### config.mk
export PLATFORM = sky130hd
export DESIGN_NAME = vec_mul_ctrl_flat
export DESIGN_NICKNAME = d
export VERILOG_FILES = /design/src/rtl/vec_mul_ctrl_if.sv /design/src/rtl/vec_mul_ctrl.sv /design/src/flat_wrapper.sv
export SDC_FILE = /design/constraint.sdc
export NUM_CORES = 1
export LEC_CHECK = 0
export ABC_CLOCK_PERIOD_IN_PS = 2490
export BUFFER_PORTS_ARGS = -buffer_cell sky130_fd_sc_hd__clkbuf_2
export CELL_PAD_IN_SITES_DETAIL_PLACEMENT = 0
export CELL_PAD_IN_SITES_GLOBAL_PLACEMENT = 1
export CORE_MARGIN = 3
export CORE_UTILIZATION = 40
export CTS_BUF_LIST = sky130_fd_sc_hd__clkbuf_8
export CTS_CLUSTER_DIAMETER = 80
export DETAILED_ROUTE_END_ITERATION = 12
export PLACE_DENSITY_LB_ADDON = 0.1
export SLEW_MARGIN = 20
export SYNTH_ARGS = -nofsm -noshare
export SYNTH_HDL_FRONTEND = slang
export SYNTH_SLANG_ARGS = --single-unit
export TNS_END_PERCENT = 100
### constraint.sdc
create_clock -name clk -period 2.49 [get_ports clk]
set_clock_uncertainty 0.05 [all_clocks]
set_input_delay 0.498 -clock clk [delete_from_list [all_inputs] [get_ports clk]]
set_output_delay 0.498 -clock clk [all_outputs]
set_load 0.02 [all_outputs]
### src/rtl/vec_mul_ctrl_if.sv
// vec_mul_ctrl_if: job handshake, weight-FIFO and datapath sequencing signals for vec_mul_ctrl.
// Optional abort input present when VEC_MUL_CTRL_ABORT_EN is defined.
`default_nettype none

interface vec_mul_ctrl_if #(
  parameter int ADDRESSSIZE = 10,
  parameter int MAX_VEC     = 8
);
  localparam int IDXW = (MAX_VEC > 1) ? $clog2(MAX_VEC) : 1;

  logic                   start;
  logic [ADDRESSSIZE-1:0] base_addr;
  logic [IDXW:0]          num_vec;
  logic                   fifo_empty;
  logic                   fifo_read_enable;
  logic                   weight_reload;
  logic [ADDRESSSIZE-1:0] sram_address;
  logic                   valid_address;
  logic [IDXW-1:0]        result_index;
  logic                   busy;
  logic                   end_;
`ifdef VEC_MUL_CTRL_ABORT_EN
  logic                   abort;

  modport master (
    input  start, base_addr, num_vec, fifo_empty, abort,
    output fifo_read_enable, weight_reload, sram_address, valid_address,
           result_index, busy, end_
  );
  modport slave (
    output start, base_addr, num_vec, fifo_empty, abort,
    input  fifo_read_enable, weight_reload, sram_address, valid_address,
           result_index, busy, end_
  );
`else
  modport master (
    input  start, base_addr, num_vec, fifo_empty,
    output fifo_read_enable, weight_reload, sram_address, valid_address,
           result_index, busy, end_
  );
  modport slave (
    output start, base_addr, num_vec, fifo_empty,
    input  fifo_read_enable, weight_reload, sram_address, valid_address,
           result_index, busy, end_
  );
`endif
endinterface

`default_nettype wire

### src/rtl/vec_mul_ctrl.sv
// vec_mul_ctrl: weight pop/reload, UB address streaming and latency-tracked result strobes. Rev 1.0
// Optional VEC_MUL_CTRL_ABORT_EN adds a job abort input.
`default_nettype none

module vec_mul_ctrl #(
  parameter int ADDRESSSIZE  = 10,
  parameter int MAX_VEC      = 8,
  parameter int PIPE_LATENCY = 9
) (
  input  wire           clk,
  input  wire           rstn,
  vec_mul_ctrl_if.master bus
);
  localparam int IDXW = (MAX_VEC > 1) ? $clog2(MAX_VEC) : 1;
  localparam int NVW  = IDXW + 1;
  localparam logic [NVW-1:0] MAX_NV = NVW'(MAX_VEC);

  typedef enum logic [2:0] {
    IDLE    = 3'd0,
    WAIT_W  = 3'd1,
    WPOP    = 3'd2,
    WRELOAD = 3'd3,
    STREAM  = 3'd4,
    DRAIN   = 3'd5,
    DONE    = 3'd6
  } state_t;

  state_t                  state, state_nx;
  logic [ADDRESSSIZE-1:0]  base_q;
  logic [ADDRESSSIZE-1:0]  addr_q;
  logic [NVW-1:0]          nvec_q;
  logic [NVW-1:0]          cnt;
  logic [PIPE_LATENCY-1:0] pipe_sr;
  logic [PIPE_LATENCY-1:0] pipe_sr_shl;
  logic [IDXW-1:0]         idx;
  logic                    start_ok;
  logic                    last_issue;
  logic                    issue;
  logic                    drain_done;
  logic                    abort_req;
  logic                    valid;

`ifdef VEC_MUL_CTRL_ABORT_EN
  assign abort_req = bus.abort && (state != IDLE);
`else
  assign abort_req = 1'b0;
`endif

  assign start_ok    = bus.start && (bus.num_vec != '0) && (bus.num_vec <= MAX_NV);
  assign last_issue  = (cnt == nvec_q - 1'b1);
  assign issue       = (state == STREAM);
  assign valid       = pipe_sr[PIPE_LATENCY-1];
  // Only the oldest entry left means the final strobe is on the output this cycle.
  assign pipe_sr_shl = pipe_sr << 1;
  assign drain_done  = (pipe_sr_shl == '0);

  always_ff @(posedge clk or negedge rstn) begin
    if (!rstn) begin
      state <= IDLE;
    end else begin
      state <= state_nx;
    end
  end

  always_comb begin
    state_nx             = state;
    bus.fifo_read_enable = 1'b0;
    bus.weight_reload    = 1'b0;
    bus.busy             = 1'b1;
    bus.end_             = 1'b0;
    case (state)
      IDLE: begin
        bus.busy = 1'b0;
        if (start_ok) state_nx = bus.fifo_empty ? WAIT_W : WPOP;
      end
      WAIT_W:  if (!bus.fifo_empty) state_nx = WPOP;
      WPOP: begin
        bus.fifo_read_enable = 1'b1;
        state_nx             = WRELOAD;
      end
      WRELOAD: begin
        bus.weight_reload = 1'b1;
        state_nx          = STREAM;
      end
      STREAM:  if (last_issue) state_nx = DRAIN;
      DRAIN:   if (drain_done) state_nx = DONE;
      DONE: begin
        bus.end_ = 1'b1;
        state_nx = IDLE;
      end
      default: state_nx = IDLE;
    endcase
    if (abort_req) state_nx = IDLE;
  end

  always_ff @(posedge clk or negedge rstn) begin
    if (!rstn) begin
      base_q  <= '0;
      nvec_q  <= '0;
      addr_q  <= '0;
      cnt     <= '0;
      pipe_sr <= '0;
      idx     <= '0;
    end else begin
      if (state == IDLE && start_ok) begin
        base_q <= bus.base_addr;
        nvec_q <= bus.num_vec;
      end
      if (state == WRELOAD) begin
        addr_q <= base_q;
        cnt    <= '0;
      end else if (issue) begin
        cnt <= cnt + 1'b1;
        if (!last_issue) addr_q <= addr_q + 1'b1;
      end
      if (abort_req) begin
        pipe_sr <= '0;
      end else begin
        pipe_sr <= pipe_sr_shl | PIPE_LATENCY'(issue);
      end
      if (state == IDLE && start_ok) begin
        idx <= '0;
      end else if (valid) begin
        idx <= idx + 1'b1;
      end
    end
  end

  assign bus.sram_address  = addr_q;
  assign bus.valid_address = valid;
  assign bus.result_index  = idx;

endmodule

`default_nettype wire

### src/flat_wrapper.sv
// flat-port wrapper written by rule: the top's interface ports become plain ports
module vec_mul_ctrl_flat 
#(
  parameter int ADDRESSSIZE  = 10,
  parameter int MAX_VEC      = 8,
  parameter int PIPE_LATENCY = 9
)
  (clk, rstn, bus_start, bus_base_addr, bus_num_vec, bus_fifo_empty, bus_fifo_read_enable, bus_weight_reload, bus_sram_address, bus_valid_address, bus_result_index, bus_busy, bus_end_);
  vec_mul_ctrl_if #(.ADDRESSSIZE(ADDRESSSIZE), .MAX_VEC(MAX_VEC)) bus_i ();
  input  wire clk;
  input  wire rstn;
  input wire logic [$bits(bus_i.start)-1:0] bus_start;
  input wire logic [$bits(bus_i.base_addr)-1:0] bus_base_addr;
  input wire logic [$bits(bus_i.num_vec)-1:0] bus_num_vec;
  input wire logic [$bits(bus_i.fifo_empty)-1:0] bus_fifo_empty;
  output wire logic [$bits(bus_i.fifo_read_enable)-1:0] bus_fifo_read_enable;
  output wire logic [$bits(bus_i.weight_reload)-1:0] bus_weight_reload;
  output wire logic [$bits(bus_i.sram_address)-1:0] bus_sram_address;
  output wire logic [$bits(bus_i.valid_address)-1:0] bus_valid_address;
  output wire logic [$bits(bus_i.result_index)-1:0] bus_result_index;
  output wire logic [$bits(bus_i.busy)-1:0] bus_busy;
  output wire logic [$bits(bus_i.end_)-1:0] bus_end_;
  assign bus_i.start = bus_start;
  assign bus_i.base_addr = bus_base_addr;
  assign bus_i.num_vec = bus_num_vec;
  assign bus_i.fifo_empty = bus_fifo_empty;
  assign bus_fifo_read_enable = bus_i.fifo_read_enable;
  assign bus_weight_reload = bus_i.weight_reload;
  assign bus_sram_address = bus_i.sram_address;
  assign bus_valid_address = bus_i.valid_address;
  assign bus_result_index = bus_i.result_index;
  assign bus_busy = bus_i.busy;
  assign bus_end_ = bus_i.end_;
  vec_mul_ctrl #(.ADDRESSSIZE(ADDRESSSIZE), .MAX_VEC(MAX_VEC), .PIPE_LATENCY(PIPE_LATENCY)) u_core (.clk(clk), .rstn(rstn), .bus(bus_i));
endmodule
==> results.txt <==
The run finished with clean final reports. The number of non-filler instances in the completed layout is 281. The library cells used most frequently in the layout, excluding fill and tap cells, are dfrtp_1, clkbuf_2, nand3_1. The detail route stage leaves a number of antenna-violating nets equal to 0.

The clock passes through at most 2 buffers. Summed over all cells, the static leakage comes to 1.17 nW. The clock network is responsible for 18.0% of the overall power. The floorplan step set the die width to 77.9 um. The setup slack of the critical path after layout came out at 480 ps.

The tightest min-delay check is of the input pin to asynchronous set/reset pin type. Setup repair after global routing left no endpoint under its margin. The first-pass GRT wire length is 7210 um.

The critical register-to-register path endpoint is u_core.bus.sram_address[4]. During I/O placement, the number of pins put on the boundary was 36. The worst slew margin relative to its limit is 63.2%. The floorplan step set the die height to 77.9 um. When the netlist entered floorplanning its net count stood at 195.

The average routed wire per standard cell is 14.9 um. The number of sinks on the clock net is 43. The initial antenna violation count is 0. The most used flip-flop cell after synthesis is dfrtp_1.

The startpoint kind of the worst setup timing path is a register. The number of remaining DRC errors is 0. The final weighted congestion in routability-driven placement is 0.754. The worst register-to-register path begins at u_core.nvec_q[0]. For this block, the via count after detailed routing is 1478.

The logic depth of the worst register-to-register path is 7. The first routing iteration left 67 violations. The share of the Yosys chip area taken by registers is 52.1%. The setup slack of the most critical reg-to-reg path came out at 480 ps. The number of antenna cells inserted came out at 0. Clock latency on the worst-skew pair, taken at its later pin, is 290 ps. The initial core utilization is 42.6%. In this run the clock root is driven by a clkbuf_8. The final max-slew violation count is 0. The via count of the first global-routing pass is 1569. The count of warnings emitted by yosys came out at 0. The final period utilization is 80.7%.

The number of buffers inserted by port buffering came out at 35. Relative to the synthesized area, the layout overhead comes to 16.2%. Setup violations remaining at the end of the flow were counted as 0.

The number of maximum-capacitance violations is 0. The switching power summed over all nets is 0.00118 W. The final sum of negative setup slack is 0 ps.

The core utilization of the finished layout came out at 49.5%. Prior to clock tree synthesis, the placed netlist has a worst setup slack of 371 ps. The slew at the pin closest to its max-slew limit is 548 ps. The clock tree from TritonCTS is built.

The H-tree was split into 2 levels. The switching part of the total came out at 38.3%. The data required time at the worst endpoint came out at 2600 ps. The total internal power is 0.00190 W. The count of final hold-check violations is 0. Yosys mapped a number of flops with a built-in enable equal to 0. The routed design has 4190 um of wire. The via count normalized by instance count came out at 5.26. The number of instances in the synthesized netlist is 173. After global routing the overflow that remains totals 0. The region available for standard cell placement spans 4850 um^2.

The data arrival time at the worst-slack endpoint came out at 2120 ps. The largest net degree at the start of global routing is 21. The initialized floorplan defines 25 standard-cell rows. The post-synthesis async set-or-reset flop share came out at 100%. For this run, the detailed router's first-pass iteration total came to 4. Dividing the synthesized area by the synthesized cell count gives 11.9 um^2. The largest fanout on the critical path came out at 10. The die covers 6070 um^2. The net count of the finished layout came out at 235. The combinational share of power is 39.7%. In this run, CTS created clock tree buffers numbering 5.

The clock input transition at the sequential cells of the worst setup and hold paths is 80 ps. Leaving out fill and tap cells, the most frequent cell in the layout is dfrtp_1. The critical path in this run is classified as register to register. The count of different cell masters after synthesis is 44. The minimum clock period after layout came out at 2010 ps. Of the cells placed in the final design, the portion with a size suffix greater than 1 is 32.7%. After clock tree synthesis, the setup repair step added 0 buffers. In this run, flip-flops and latches consume 42.3% of the power. The placed wire-length estimate came out at 3110 um. The cell total after placement came out at 273.

Global routing consumed, over all layers together, 14.9% of the routing resources. Power spread over the standard cell area amounts to 1280 nW/um^2. The post-cts sizing count came out at 0.

For this run, the top clock speed supported by timing is 0.498 GHz. IR analysis of the VDD net gives a maximum drop of 0.538 mV. The number of hold-repair buffers added at the cts stage came out at 0. The register bit total from synthesis is 43. The worst setup path is captured at a register. The synthesized netlist occupies a cell area of 2070 um^2.
## area by class of cell
type | count | area [um^2]
sequential | 43 | 1080
timing repair buffer | 39 | 205
clock buffer | 6 | 82.6
multi-input combinational | 117 | 887
tap | 67 | 83.8
clock inverter | 2 | 35.0
inverter | 7 | 31.3
fill | 448 | 2450
## power groups by stage
stage          clock (W)  sequential (W)  combinational (W)
3_3_place_gp           0         0.00130            0.00121
3_5_place_dp           0         0.00131            0.00124
4_1_cts         0.000576         0.00130            0.00125
2_1_floorplan          0         0.00135           0.000864
5_1_grt         0.000604         0.00135            0.00135
6_report        0.000555         0.00130            0.00122
## layer usage
layer / share of wire, % / track usage, % / up-vias
li1: - / - / 707
met4: 2.1 / 6.23 / 0
met1: 46 / 18.9 / 729
met3: 3.0 / 3.25 / 8
met5: 0 / 0 / -
met2: 49 / 24.6 / 34
## sequential cells by signal, summed over array words and instances (netlist names)
| register | count |
|---|---|
| u_core.nvec_q | 4 |
| u_core.bus.sram_address | 10 |
| u_core.cnt | 4 |
| u_core.base_q | 10 |
| u_core.state | 3 |
| u_core.pipe_sr | 9 |
| u_core.bus.result_index | 3 |
## worst max-delay path: stages (launching register included)
cell and delay (ps):
dfrtp_1 420, inv_1 70, ha_1 220, xnor3_2 290, nand3_2 150, o21a_1 340, a32oi_1 240, o211ai_1 110
## synthesized netlist by cell type (3+ instances only)
cell type	instances	area [um^2]
inv_1	6	22.5
a32oi_1	4	35.0
ha_1	4	50.1
nor2_1	10	37.5
o21ai_0	6	30.0
nor4_1	3	18.8
xor2_1	7	61.3
buf_6	3	33.8
mux2_2	5	56.3
or3_1	4	25.0
xnor2_1	3	26.3
and3_1	4	25.0
mux2_4	9	135
nand3_1	14	70.1
nor3_1	6	30.0
nand2_1	10	37.5
dfrtp_1	43	1080
## kinds of logic (layout without fill, tap and decap cells)
logic type               count (synthesis)  after routing  share of synthesized area, %
buffers and inverters                   13             54                          5.02
multiplexers                            15             15                          9.75
flip-flops                              43             43                          52.1
XOR/XNOR                                11             11                          5.39
adder cells (fa/ha/maj)                  4              4                          2.42
AO/OA/AOI/OAI                           23             23                          8.11
AND/OR/NAND/NOR                         64             64                          17.3
## stage by stage
| stage | area (um^2) | power (W) | hold WS, ps |
|---|---|---|---|
| floorplan | 2070 | 0.00222 | 152 |
| global placement | 2280 | 0.00251 | 310 |
| finish | 2400 | 0.00308 | 103 |
| detailed placement | 2280 | 0.00255 | 311 |
| CTS | 2400 | 0.00313 | 112 |
| global route | 2400 | 0.00331 | 135 |
## worst max-delay path by stage
stage	to	startpoint	slack, ps
floorplan	u_core.base_q[4]	bus_num_vec[1]	530
global placement	u_core.base_q[0]	bus_num_vec[1]	390
finish	u_core.bus.sram_address[4]	u_core.nvec_q[0]	480
CTS	u_core.bus.sram_address[0]	u_core.nvec_q[0]	440
global route	u_core.bus.sram_address[4]	u_core.nvec_q[0]	320
detailed placement	u_core.base_q[0]	bus_num_vec[1]	370
(Power assumes the default switching activity.)
